==> config.mk <==
export PLATFORM = sky130hd
export DESIGN_NAME = conv_pool_engine
export DESIGN_NICKNAME = d
export VERILOG_FILES = /design/src/rtl/conv_pool_engine.sv
export SDC_FILE = /design/constraint.sdc
export NUM_CORES = 1
export LEC_CHECK = 0
export ABC_AREA = 1
export BUFFER_PORTS_ARGS = -buffer_cell sky130_fd_sc_hd__buf_2
export CORE_MARGIN = 2
export CORE_UTILIZATION = 39
export CTS_BUF_LIST = sky130_fd_sc_hd__clkbuf_8
export CTS_CLUSTER_DIAMETER = 150
export DETAILED_ROUTE_END_ITERATION = 10
export PLACE_DENSITY = 0.56
export SYNTH_ARGS = -nofsm -noshare
export SYNTH_HDL_FRONTEND = slang
export SYNTH_SLANG_ARGS = --single-unit
==> constraint.sdc <==
create_clock -name clk -period 13.5 [get_ports clk]
set_clock_uncertainty 0.05 [all_clocks]
set_input_delay 2.7 -clock clk [delete_from_list [all_inputs] [get_ports clk]]
set_output_delay 2.7 -clock clk [all_outputs]
set_load 0.02 [all_outputs]
==> src/rtl/conv_pool_engine.sv <==
// Programmable 3x3 conv (bias, shift, ReLU, saturate) with 2x2/stride-2 max/avg pooling.
// Every output is registered one cycle behind the state that produces it.
module conv_pool_engine #(
    parameter int IMG_W = 128,
    parameter int IMG_H = 128,
    parameter int PIX_W = 8,
    parameter int WT_W  = 8,
    parameter int OUT_W = 12,
    parameter int ACC_W = 24,
    parameter int SHIFT = 0,
    parameter int WBASE = 0
) (
    input  logic                                  clk,
    input  logic                                  reset,
    input  logic                                  ready,
    input  logic                                  pool_avg,
    output logic                                  busy,
    output logic                                  done,
    output logic [$clog2(IMG_W*IMG_H)-1:0]        iaddr,
    output logic                                  ioe,
    input  logic [PIX_W-1:0]                      idata,
    output logic                                  oe_weight,
    output logic [15:0]                           addr_weight,
    input  logic [WT_W-1:0]                       r_data_weight,
    output logic                                  wen_L0,
    output logic [$clog2(IMG_W*IMG_H)-1:0]        addr_L0,
    output logic [OUT_W-1:0]                      w_data_L0,
    output logic                                  wen_L1,
    output logic [$clog2(IMG_W*IMG_H/4)-1:0]      addr_L1,
    output logic [OUT_W-1:0]                      w_data_L1
);
    localparam int CW  = $clog2(IMG_W);
    localparam int RW  = $clog2(IMG_H);
    localparam int AW  = CW + RW;
    localparam int PCW = CW - 1;
    localparam int PRW = RW - 1;
    localparam int L1W = PCW + PRW;
    localparam logic signed [ACC_W-1:0] MAXV = ACC_W'((1 << OUT_W) - 1);

    typedef enum logic [2:0] {S_IDLE, S_LOADK, S_TAP, S_ACC, S_WR, S_DONE} state_t;

    state_t                   r_state, w_state_nx;
    logic [3:0]               r_cnt;
    logic [PRW-1:0]           r_prow;
    logic [PCW-1:0]           r_pcol;
    logic [1:0]               r_sub;
    logic                     r_avg;
    logic signed [WT_W-1:0]   r_w [0:9];
    logic signed [ACC_W-1:0]  r_acc;
    logic [OUT_W+1:0]         r_pool;
    logic [3:0]               r_wk1, r_wk2, r_tk1, r_tk2;
    logic                     r_wv2, r_tv;

    logic [RW-1:0]            w_row, w_nrow;
    logic [CW-1:0]            w_col, w_ncol;
    logic [1:0]               w_dy, w_dx;
    logic                     w_inb, w_last;
    logic signed [PIX_W+WT_W:0] w_prod;
    logic signed [ACC_W-1:0]  w_tap_add, w_bias, w_sum, w_shift;
    logic [OUT_W-1:0]         w_clip, w_l1_data;
    logic [OUT_W+1:0]         w_pool_nx;

    logic                     w_busy_nx, w_done_nx, w_ioe_nx, w_oew_nx, w_wen0_nx, w_wen1_nx;
    logic [AW-1:0]            w_iaddr_nx, w_addr0_nx;
    logic [15:0]              w_addrw_nx;
    logic [OUT_W-1:0]         w_data0_nx, w_data1_nx;
    logic [L1W-1:0]           w_addr1_nx;

    assign w_row  = {r_prow, r_sub[1]};
    assign w_col  = {r_pcol, r_sub[0]};
    assign w_last = (r_sub == 2'd3) && (r_pcol == PCW'(IMG_W/2 - 1)) && (r_prow == PRW'(IMG_H/2 - 1));

    always_comb begin
        w_dy = 2'd0;
        w_dx = 2'd0;
        case (r_cnt)
            4'd1: w_dx = 2'd1;
            4'd2: w_dx = 2'd2;
            4'd3: w_dy = 2'd1;
            4'd4: begin w_dy = 2'd1; w_dx = 2'd1; end
            4'd5: begin w_dy = 2'd1; w_dx = 2'd2; end
            4'd6: w_dy = 2'd2;
            4'd7: begin w_dy = 2'd2; w_dx = 2'd1; end
            4'd8: begin w_dy = 2'd2; w_dx = 2'd2; end
            default: ;
        endcase
    end

    // Out-of-range neighbours wrap in the address but are masked by w_inb.
    assign w_nrow = w_row + RW'(w_dy) - RW'(1);
    assign w_ncol = w_col + CW'(w_dx) - CW'(1);
    assign w_inb  = !((w_dy == 2'd0) && (w_row == '0)) && !((w_dy == 2'd2) && (w_row == RW'(IMG_H - 1)))
                 && !((w_dx == 2'd0) && (w_col == '0)) && !((w_dx == 2'd2) && (w_col == CW'(IMG_W - 1)));

    assign w_prod    = $signed({1'b0, idata}) * r_w[r_tk2];
    assign w_tap_add = r_tv ? ACC_W'(w_prod) : '0;
    assign w_bias    = ACC_W'(r_w[9]);
    // Tap 8's data lands during WR, so the final sum folds in the live product.
    assign w_sum     = r_acc + w_tap_add + w_bias;
    assign w_shift   = w_sum >>> SHIFT;

    always_comb begin
        if (w_shift < 0)
            w_clip = '0;
        else if (w_shift > MAXV)
            w_clip = '1;
        else
            w_clip = w_shift[OUT_W-1:0];
    end

    always_comb begin
        if (r_avg)
            w_pool_nx = r_pool + {2'b00, w_clip};
        else
            w_pool_nx = ({2'b00, w_clip} > r_pool) ? {2'b00, w_clip} : r_pool;
        w_l1_data = r_avg ? w_pool_nx[OUT_W+1:2] : w_pool_nx[OUT_W-1:0];
    end

    always_ff @(posedge clk) begin
        if (reset)
            r_state <= S_IDLE;
        else
            r_state <= w_state_nx;
    end

    always_comb begin
        w_state_nx = r_state;
        case (r_state)
            S_IDLE:  if (ready) w_state_nx = S_LOADK;
            S_LOADK: if (r_cnt == 4'd10) w_state_nx = S_TAP;
            S_TAP:   if (r_cnt == 4'd8) w_state_nx = S_ACC;
            S_ACC:   w_state_nx = S_WR;
            S_WR:    w_state_nx = w_last ? S_DONE : S_TAP;
            S_DONE:  w_state_nx = S_IDLE;
            default: w_state_nx = S_IDLE;
        endcase
    end

    always_comb begin
        w_busy_nx  = 1'b0;
        w_done_nx  = 1'b0;
        w_ioe_nx   = 1'b0;
        w_iaddr_nx = '0;
        w_oew_nx   = 1'b0;
        w_addrw_nx = '0;
        w_wen0_nx  = 1'b0;
        w_addr0_nx = '0;
        w_data0_nx = '0;
        w_wen1_nx  = 1'b0;
        w_addr1_nx = '0;
        w_data1_nx = '0;
        case (r_state)
            S_LOADK: begin
                w_busy_nx = 1'b1;
                if (r_cnt <= 4'd9) begin
                    w_oew_nx   = 1'b1;
                    w_addrw_nx = 16'(WBASE) + {12'b0, r_cnt};
                end
            end
            S_TAP: begin
                w_busy_nx  = 1'b1;
                w_ioe_nx   = w_inb;
                w_iaddr_nx = w_inb ? {w_nrow, w_ncol} : '0;
            end
            S_ACC: w_busy_nx = 1'b1;
            S_WR: begin
                w_busy_nx  = 1'b1;
                w_wen0_nx  = 1'b1;
                w_addr0_nx = {w_row, w_col};
                w_data0_nx = w_clip;
                if (r_sub == 2'd3) begin
                    w_wen1_nx  = 1'b1;
                    w_addr1_nx = {r_prow, r_pcol};
                    w_data1_nx = w_l1_data;
                end
            end
            S_DONE: w_done_nx = 1'b1;
            default: ;
        endcase
    end

    always_ff @(posedge clk) begin
        if (reset) begin
            busy        <= 1'b0;
            done        <= 1'b0;
            ioe         <= 1'b0;
            iaddr       <= '0;
            oe_weight   <= 1'b0;
            addr_weight <= '0;
            wen_L0      <= 1'b0;
            addr_L0     <= '0;
            w_data_L0   <= '0;
            wen_L1      <= 1'b0;
            addr_L1     <= '0;
            w_data_L1   <= '0;
            r_wk1       <= '0;
            r_tk1       <= '0;
        end else begin
            busy        <= w_busy_nx;
            done        <= w_done_nx;
            ioe         <= w_ioe_nx;
            iaddr       <= w_iaddr_nx;
            oe_weight   <= w_oew_nx;
            addr_weight <= w_addrw_nx;
            wen_L0      <= w_wen0_nx;
            addr_L0     <= w_addr0_nx;
            w_data_L0   <= w_data0_nx;
            wen_L1      <= w_wen1_nx;
            addr_L1     <= w_addr1_nx;
            w_data_L1   <= w_data1_nx;
            r_wk1       <= r_cnt;
            r_tk1       <= r_cnt;
        end
    end

    always_ff @(posedge clk) begin
        if (reset) begin
            r_cnt  <= '0;
            r_prow <= '0;
            r_pcol <= '0;
            r_sub  <= '0;
            r_avg  <= 1'b0;
            r_acc  <= '0;
            r_pool <= '0;
            r_wk2  <= '0;
            r_wv2  <= 1'b0;
            r_tk2  <= '0;
            r_tv   <= 1'b0;
            for (int unsigned i = 0; i < 10; i++)
                r_w[i] <= '0;
        end else begin
            r_wv2 <= oe_weight;
            r_wk2 <= r_wk1;
            r_tv  <= ioe;
            r_tk2 <= r_tk1;
            if (r_wv2)
                r_w[r_wk2] <= r_data_weight;
            if (r_tv)
                r_acc <= r_acc + w_tap_add;
            case (r_state)
                S_IDLE: if (ready) begin
                    r_avg  <= pool_avg;
                    r_cnt  <= '0;
                    r_prow <= '0;
                    r_pcol <= '0;
                    r_sub  <= '0;
                    r_acc  <= '0;
                    r_pool <= '0;
                end
                S_LOADK: r_cnt <= (r_cnt == 4'd10) ? 4'd0 : r_cnt + 4'd1;
                S_TAP:   r_cnt <= (r_cnt == 4'd8) ? 4'd0 : r_cnt + 4'd1;
                S_WR: begin
                    r_acc  <= '0;
                    r_pool <= (r_sub == 2'd3) ? '0 : w_pool_nx;
                    r_sub  <= r_sub + 2'd1;
                    if (r_sub == 2'd3) begin
                        r_pcol <= r_pcol + PCW'(1);
                        if (r_pcol == PCW'(IMG_W/2 - 1))
                            r_prow <= r_prow + PRW'(1);
                    end
                end
                default: ;
            endcase
        end
    end

endmodule

[Yosys cells after proc, flatten, opt, wreduce, memory -nomap -nowiden]
Memories as Yosys holds them, arrays and structs flattened. A register that Yosys moved wholly into a read port is not among the register bits.
Index checks and enable logic that the tools add are counted.
Widths: inputs -> output; s select.
Operators by class
  $lt $le $gt $ge: 4
  reductions and logical operators: 38
  multiplexer cells: 45
  equal/unequal tests: 26
  add/sub/neg operators: 11
  bitwise logic cells: 6
  multipliers: 1
Operator list (count)
  $mux 24: 3
  $mux 14: 4
  $pmux 24 s2: 1
  $mux 12: 3
  $pmux 14 s2: 1
  $add 24x24->24: 1
  $add 24x8->24: 1
  $gt 24x13->1 const B: 1
  $lt 24x1->1 const B: 1
  $mux 6: 4
  $pmux 6 s2: 2
  $reduce_or 3->1: 7
  $mux 4: 5
  $mul 9x8->17: 1
  $eq 4x3->1 const B: 4
  $pmux 3 s5: 1
  $add 14x12->14: 1
  $add 7x2->7: 2
  $eq 7x7->1 const B: 2
  $gt 12x14->1: 1
  $logic_not 7->1: 2
  $sub 7x1->7 const B: 2
  $add 6x1->6 const B: 2
  $eq 6x6->1 const B: 2
  30 further kinds: 77
Word-level totals
  flip-flop bits (word level): 156
  output and inout bits: 86
  memories: 1
  bits of input ports: 20
  word-level logic and storage cells: 157
  RAM bits: 80
Memories
  r_w: depth 10, width 8, rd ports 2, clocked after Yosys merged registers in 1, wr ports 10, RTL line 48  | logic signed [WT_W-1:0] r_w [0:9];

[Longest topological paths before layout]
  depth in word-level cells: 12
  gate-level depth with buffers: 75
  depth with buffers taken out: 72

[Worst setup path before layout]
Ideal clock, no wire load.
  path kind: input to register
  start: input port idata[0]
  end: register r_pool[2]
  buffers on the path: 2
  data arrival time: 11.034 ns
  library setup time: 0.068 ns
  data required time: 13.382 ns
  path slack: 2.348 ns
  cell stages on the path: 62
  path through: inv_1 nand2_1 fa_1 fa_1 inv_1 fa_1 inv_1 fa_1 inv_1 ha_1 inv_1 nor3_1 a21oi_1 inv_1 nand2_1 inv_1 o21ai_0 nand2_1 (+26 left out) nand2_2 inv_1 ha_1 inv_1 nor2_1 nor2_1 o21bai_1 a21oi_1 o21ai_0 nand3_1 a21oi_1 inv_1 clkbuf_1 a21oi_1 nand2_1 nand2_1 nand2_1 a21oi_2
Between the ends
  word-level cells in the longest chain between the ends: 12
  elaborated cells on any way between the ends: 14
  classes of those cells: 3 x add/sub; 1 x mul; 3 x order compare; 7 x mux
RTL lines
  from (decl): RTL line 21  | input logic [PIX_W-1:0] idata,
  $mul 9x8->17 *: RTL line 95  | assign w_prod = $signed({1'b0, idata}) * r_w[r_tk2];
  $mux 24 *: RTL line 96  | assign w_tap_add = r_tv ? ACC_W'(w_prod) : '0;
  $add 24x24->24 *: RTL line 99  | assign w_sum = r_acc + w_tap_add + w_bias;
  $add 24x8->24 *: RTL line 99
  $gt 24x13->1: RTL line 105  | else if (w_shift > MAXV)
  $mux 12: RTL line 105
  $mux 12 *: RTL line 103  | if (w_shift < 0)
  via w_clip[1]: RTL line 60  | logic [OUT_W-1:0] w_clip, w_l1_data;
  $gt 12x14->1: RTL line 115  | w_pool_nx = ({2'b00, w_clip} > r_pool) ? {2'b00, w_clip} : r_pool;
  $mux 14: RTL line 115
  $mux 14 *: RTL line 112  | if (r_avg)
  $mux 14 *: RTL line 254  | r_pool <= (r_sub == 2'd3) ? '0 : w_pool_nx;
  $pmux 14 s2 *: RTL line 240  | case (r_state)
  to (signal assigned): RTL line 254
  to (decl): RTL line 50  | logic [OUT_W+1:0] r_pool;
Mark *: on every way through the listed nets, which the timed path passes. The rest lies on a longest branch.
A chain may end at the register's enable or synchronous reset.

==> tab_implementation.tex <==
\begin{tabular}{lr}
\hline
Metric & Value \\
\hline
\multicolumn{2}{l}{\textbf{Worst setup path}} \\
Largest stage delay, worst path & 0.92 ns \\
Endpoint arrival time on the critical path & 12.67 ns \\
Worst endpoint required time & 14.00 ns \\
Maximum fanout along the worst path & 19 \\
Cell repeated most along the worst path & sky130\_fd\_sc\_hd\_\_nand2\_1 \\
Worst setup path category & flip-flop to flip-flop \\
Worst setup SP type & flip-flop \\
Worst path slowest cell & sky130\_fd\_sc\_hd\_\_dfxtp\_1 \\
CP Capture Type & flip-flop \\
\multicolumn{2}{l}{\textbf{Run status}} \\
Status & finished, final reports clean \\
\multicolumn{2}{l}{\textbf{Die}} \\
Effective utilization at floorplan & 0.393 \\
Core region area & 44000 µm² \\
Width of the die & 215 µm \\
Die area & 46100 µm² \\
Count of boundary I/O pins & 106 \\
Row count & 77 \\
Vertical die dimension & 215 µm \\
\multicolumn{2}{l}{\textbf{Routing}} \\
Antenna-violating nets left & 0 \\
Detailed-route wire length per cell & 16.2 µm \\
DRC violation count after routing & 0 \\
DRC marker count from the first detailed-route iteration & 851 \\
Wirelength, routed & 47000 µm \\
Total number of vias & 14.7k \\
DRT Pass-1 Iters & 5 \\
Average vias per placed instance & 5.06 \\
\multicolumn{2}{l}{\textbf{Synth}} \\
Number of different library cells in the post-synthesis netlist & 58 \\
Yosys synthesis warning count & 0 \\
Share of flip-flops with an asynchronous set or reset after synthesis & 0 \\
Share of synthesized area occupied by flip-flops and latches & 0.389 \\
Mean Syn Cell Area & 7.96 µm² \\
Synthesized cell area & 17300 µm² \\
Top cells by area, synth & sky130\_fd\_sc\_hd\_\_edfxtp\_1 22\%, sky130\_fd\_sc\_hd\_\_dfxtp\_1 17\%, sky130\_fd\_sc\_hd\_\_ha\_1 11\% \\
Post-synthesis instance total & 2174 \\
Most frequently used flop master after synthesis & sky130\_fd\_sc\_hd\_\_dfxtp\_1 \\
Area share of the leading cell type in the synthesized netlist & 0.222 \\
Number of synthesized register bits & 272 \\
Synth area leader & sky130\_fd\_sc\_hd\_\_edfxtp\_1 \\
Number of flops mapped to enable cells by yosys & 128 \\
\multicolumn{2}{l}{\textbf{Clock tree}} \\
Clock root buffer master & sky130\_fd\_sc\_hd\_\_clkbuf\_8 \\
Number of buffers created by CTS & 48 \\
H-tree depth reported by CTS & 2 \\
Largest buffer count on any clock path & 3 \\
Hold bufs inserted after CTS & 0 \\
TritonCTS sink count & 272 \\
Clock tree from TritonCTS & yes \\
Clock latency of the later-clocked register in the worst-skew pair & 0.64 ns \\
Clock transition time at the flip-flop clock pins of the worst setup and hold paths & 0.06 ns \\
\multicolumn{2}{l}{\textbf{STA}} \\
Max Clock Freq & 82.1 MHz \\
Rel. slew slack & 0.162 \\
Max-slew violations & 0 \\
Final Hold Viols & 0 \\
RSZ-0062 raised after global routing & no \\
Setup-failing EPs final & 0 \\
Fin crit share & 0.902 \\
Slew at the pin closest to its max-slew limit & 1.24 ns \\
Total negative setup slack & 0 ns \\
Tmin final & 12.17 ns \\
Hold WS & 0.349 ns \\
\multicolumn{2}{l}{\textbf{Place}} \\
Detailed-placement wirelength estimate & 34800 µm \\
Placed cell areas & 18300 µm² \\
Routability Congestion & 0.927 \\
Input/output buffers & 93 \\
Placed cells & 2821 \\
\multicolumn{2}{l}{\textbf{Global routing}} \\
Via count of the first global-routing pass & 14.6k \\
Global-route wire length before repair & 76200 µm \\
Total global-route track usage & 0.206 \\
Antenna violations before repair & 1 \\
Final global-route overflow total & 0 \\
Pin count of the biggest net entering global routing & 43 \\
\multicolumn{2}{l}{\textbf{Pwr}} \\
Sw frac & 0.382 \\
Seq pwr share & 0.365 \\
Fraction of power consumed by the clock network & 0.295 \\
Switching power of the nets & 0.969 mW \\
Combinational power share & 0.340 \\
Peak supply drop & 0.0888 mV \\
Leak pwr & 9.07 nW \\
Power density over the cells & 132 nW/µm² \\
Total internal power & 1.57 mW \\
\multicolumn{2}{l}{\textbf{Cells and area}} \\
N\_diodes & 0 \\
Sequential cell area & 6730 µm² \\
Final \#Nets & 2494 \\
Area delta synth->final & 11.7\% \\
Number of fill cells in the layout & 4464 \\
Final core utilization & 0.439 \\
Finished Layout Cells & 2911 \\
Post-route standard cell area excluding fillers & 19300 µm² \\
Area occupied by multi-input gates & 9130 µm² \\
Fraction of layout cells with a size suffix above 1 & 0.113 \\
\multicolumn{2}{l}{\textbf{Min path}} \\
Class of the tightest hold or removal check & flip-flop to flip-flop \\
\multicolumn{2}{l}{\textbf{Job}} \\
Max Cap Viol & 0 \\
\hline
\end{tabular}
[path summary, 6_finish.rpt]
path | start | to | slack [ns] | cells past startpoint
setup / recovery | r_tk2[2]$_SDFF_PP0_ | r_pool[10]$_SDFFE_PP0P_ | 1.33 | 69
hold / removal | r_tk1[1]$_SDFF_PP0_ | r_tk2[1]$_SDFF_PP0_ | 0.35 | 2
setup reg to reg | r_tk2[2]$_SDFF_PP0_ | r_pool[10]$_SDFFE_PP0P_ | 1.33 | 69
hold reg to reg | r_tk1[1]$_SDFF_PP0_ | r_tk2[1]$_SDFF_PP0_ | 0.35 | 2
[per-layer routing]
layer | wire length [µm] | track usage | up-vias
met1 | 21000 | 0.267 | 6889
li1 | - | - | 7303
met2 | 21800 | 0.347 | 444
met5 | 13 | 0 | -
met4 | 1080 | 0.0604 | 2
met3 | 3130 | 0.0431 | 79
[kinds of logic (layout without fill, tap and decap cells)]
logic type | count (synthesis) | after routing | synth area share
compound gates | 331 | 331 | 0.113
xor+xnor | 27 | 27 | 0.0137
fa+ha+maj | 191 | 191 | 0.156
buf+inv | 377 | 511 | 0.0861
flops | 272 | 272 | 0.389
other cells | 1 | 12 | 0.000217
simple gates | 975 | 975 | 0.242
[critical path, delay by kind of cell (launching register included)]
| family | cells | cell delay, ns |
|---|---|---|
| AND/OR/NAND/NOR | 32 | 3.92 |
| adder cells (fa/ha/maj) | 9 | 3.22 |
| XOR/XNOR | 1 | 0.24 |
| buffers and inverters | 12 | 1.53 |
| AO/OA/AOI/OAI | 15 | 2.12 |
| flip-flops | 1 | 0.92 |
[state kept, by name, summed over array words and instances, names as in the netlist, 4 cells and up]
register     count
r_w            128
r_acc           24
addr_L0         14
iaddr           14
r_pool          14
addr_L1         12
w_data_L0       12
w_data_L1       12
r_pcol           6
r_prow           6
addr_weight      4
r_cnt            4
r_tk1            4
r_tk2            4
[through the flow]
| step | total power [mW] | setup slack [ns] |
|---|---|---|
| global route | 2.74 | 0.0574 |
| floorplan | 1.58 | 2.35 |
| CTS | 2.57 | 1.07 |
| global placement | 1.80 | 1.06 |
| detailed placement | 1.80 | 0.884 |
| finish | 2.54 | 1.33 |
[final cells by class]
class                      count  area share
multi-input combinational   1536       0.473
sequential                   272       0.348
inverter                     315      0.0616
clock buffer                  54      0.0385
tap                          592      0.0383
timing repair buffer         110      0.0307
clock inverter                32      0.0100
[repair_timing]
item / in CTS / in global routing
endpoints found under the setup margin: 0 / 4
resized for setup: 0 / 4
setup buffers: 0 / 4
[synth_stat cells, types with 8 or more instances]
cell type	count
sky130_fd_sc_hd__a21oi_1	145
sky130_fd_sc_hd__a21oi_2	9
sky130_fd_sc_hd__buf_1	11
sky130_fd_sc_hd__buf_4	13
sky130_fd_sc_hd__clkbuf_1	31
sky130_fd_sc_hd__dfxtp_1	144
sky130_fd_sc_hd__edfxtp_1	128
sky130_fd_sc_hd__fa_1	42
sky130_fd_sc_hd__ha_1	149
sky130_fd_sc_hd__inv_1	298
sky130_fd_sc_hd__inv_2	11
sky130_fd_sc_hd__nand2_1	387
sky130_fd_sc_hd__nand2_2	22
sky130_fd_sc_hd__nand3_1	104
sky130_fd_sc_hd__nand3_2	8
sky130_fd_sc_hd__nand4_1	31
sky130_fd_sc_hd__nor2_1	352
sky130_fd_sc_hd__nor3_1	33
sky130_fd_sc_hd__o211ai_1	30
sky130_fd_sc_hd__o21ai_0	81
sky130_fd_sc_hd__o21bai_1	24
sky130_fd_sc_hd__o221ai_1	8
sky130_fd_sc_hd__or2_2	10
sky130_fd_sc_hd__xnor2_1	9
sky130_fd_sc_hd__xor2_1	18
[power groups by stage]
stage	registers (mW)	clock network, mW	logic (mW)
after floorplan	0.936	0	0.646
after global placement	0.943	0	0.858
after detailed placement	0.943	0	0.861
after CTS	0.926	0.773	0.866
after global routing	0.931	0.806	1.00
final	0.927	0.750	0.865
[cell usage in the layout (no fill, tap or decap), drive strengths merged, types with 25 or more instances in the layout]
| master | count |
|---|---|
| ha | 149 |
| nand4 | 32 |
| inv | 326 |
| fa | 42 |
| o21bai | 25 |
| edfxtp | 128 |
| a21oi | 154 |
| dfxtp | 144 |
| buf | 110 |
| o21ai | 89 |
| nand2 | 410 |
| clkbuf | 54 |
| nand3 | 112 |
| nor2 | 359 |
| o211ai | 30 |
| nor3 | 40 |
No activity file was read; power rests on OpenSTA's default activity.
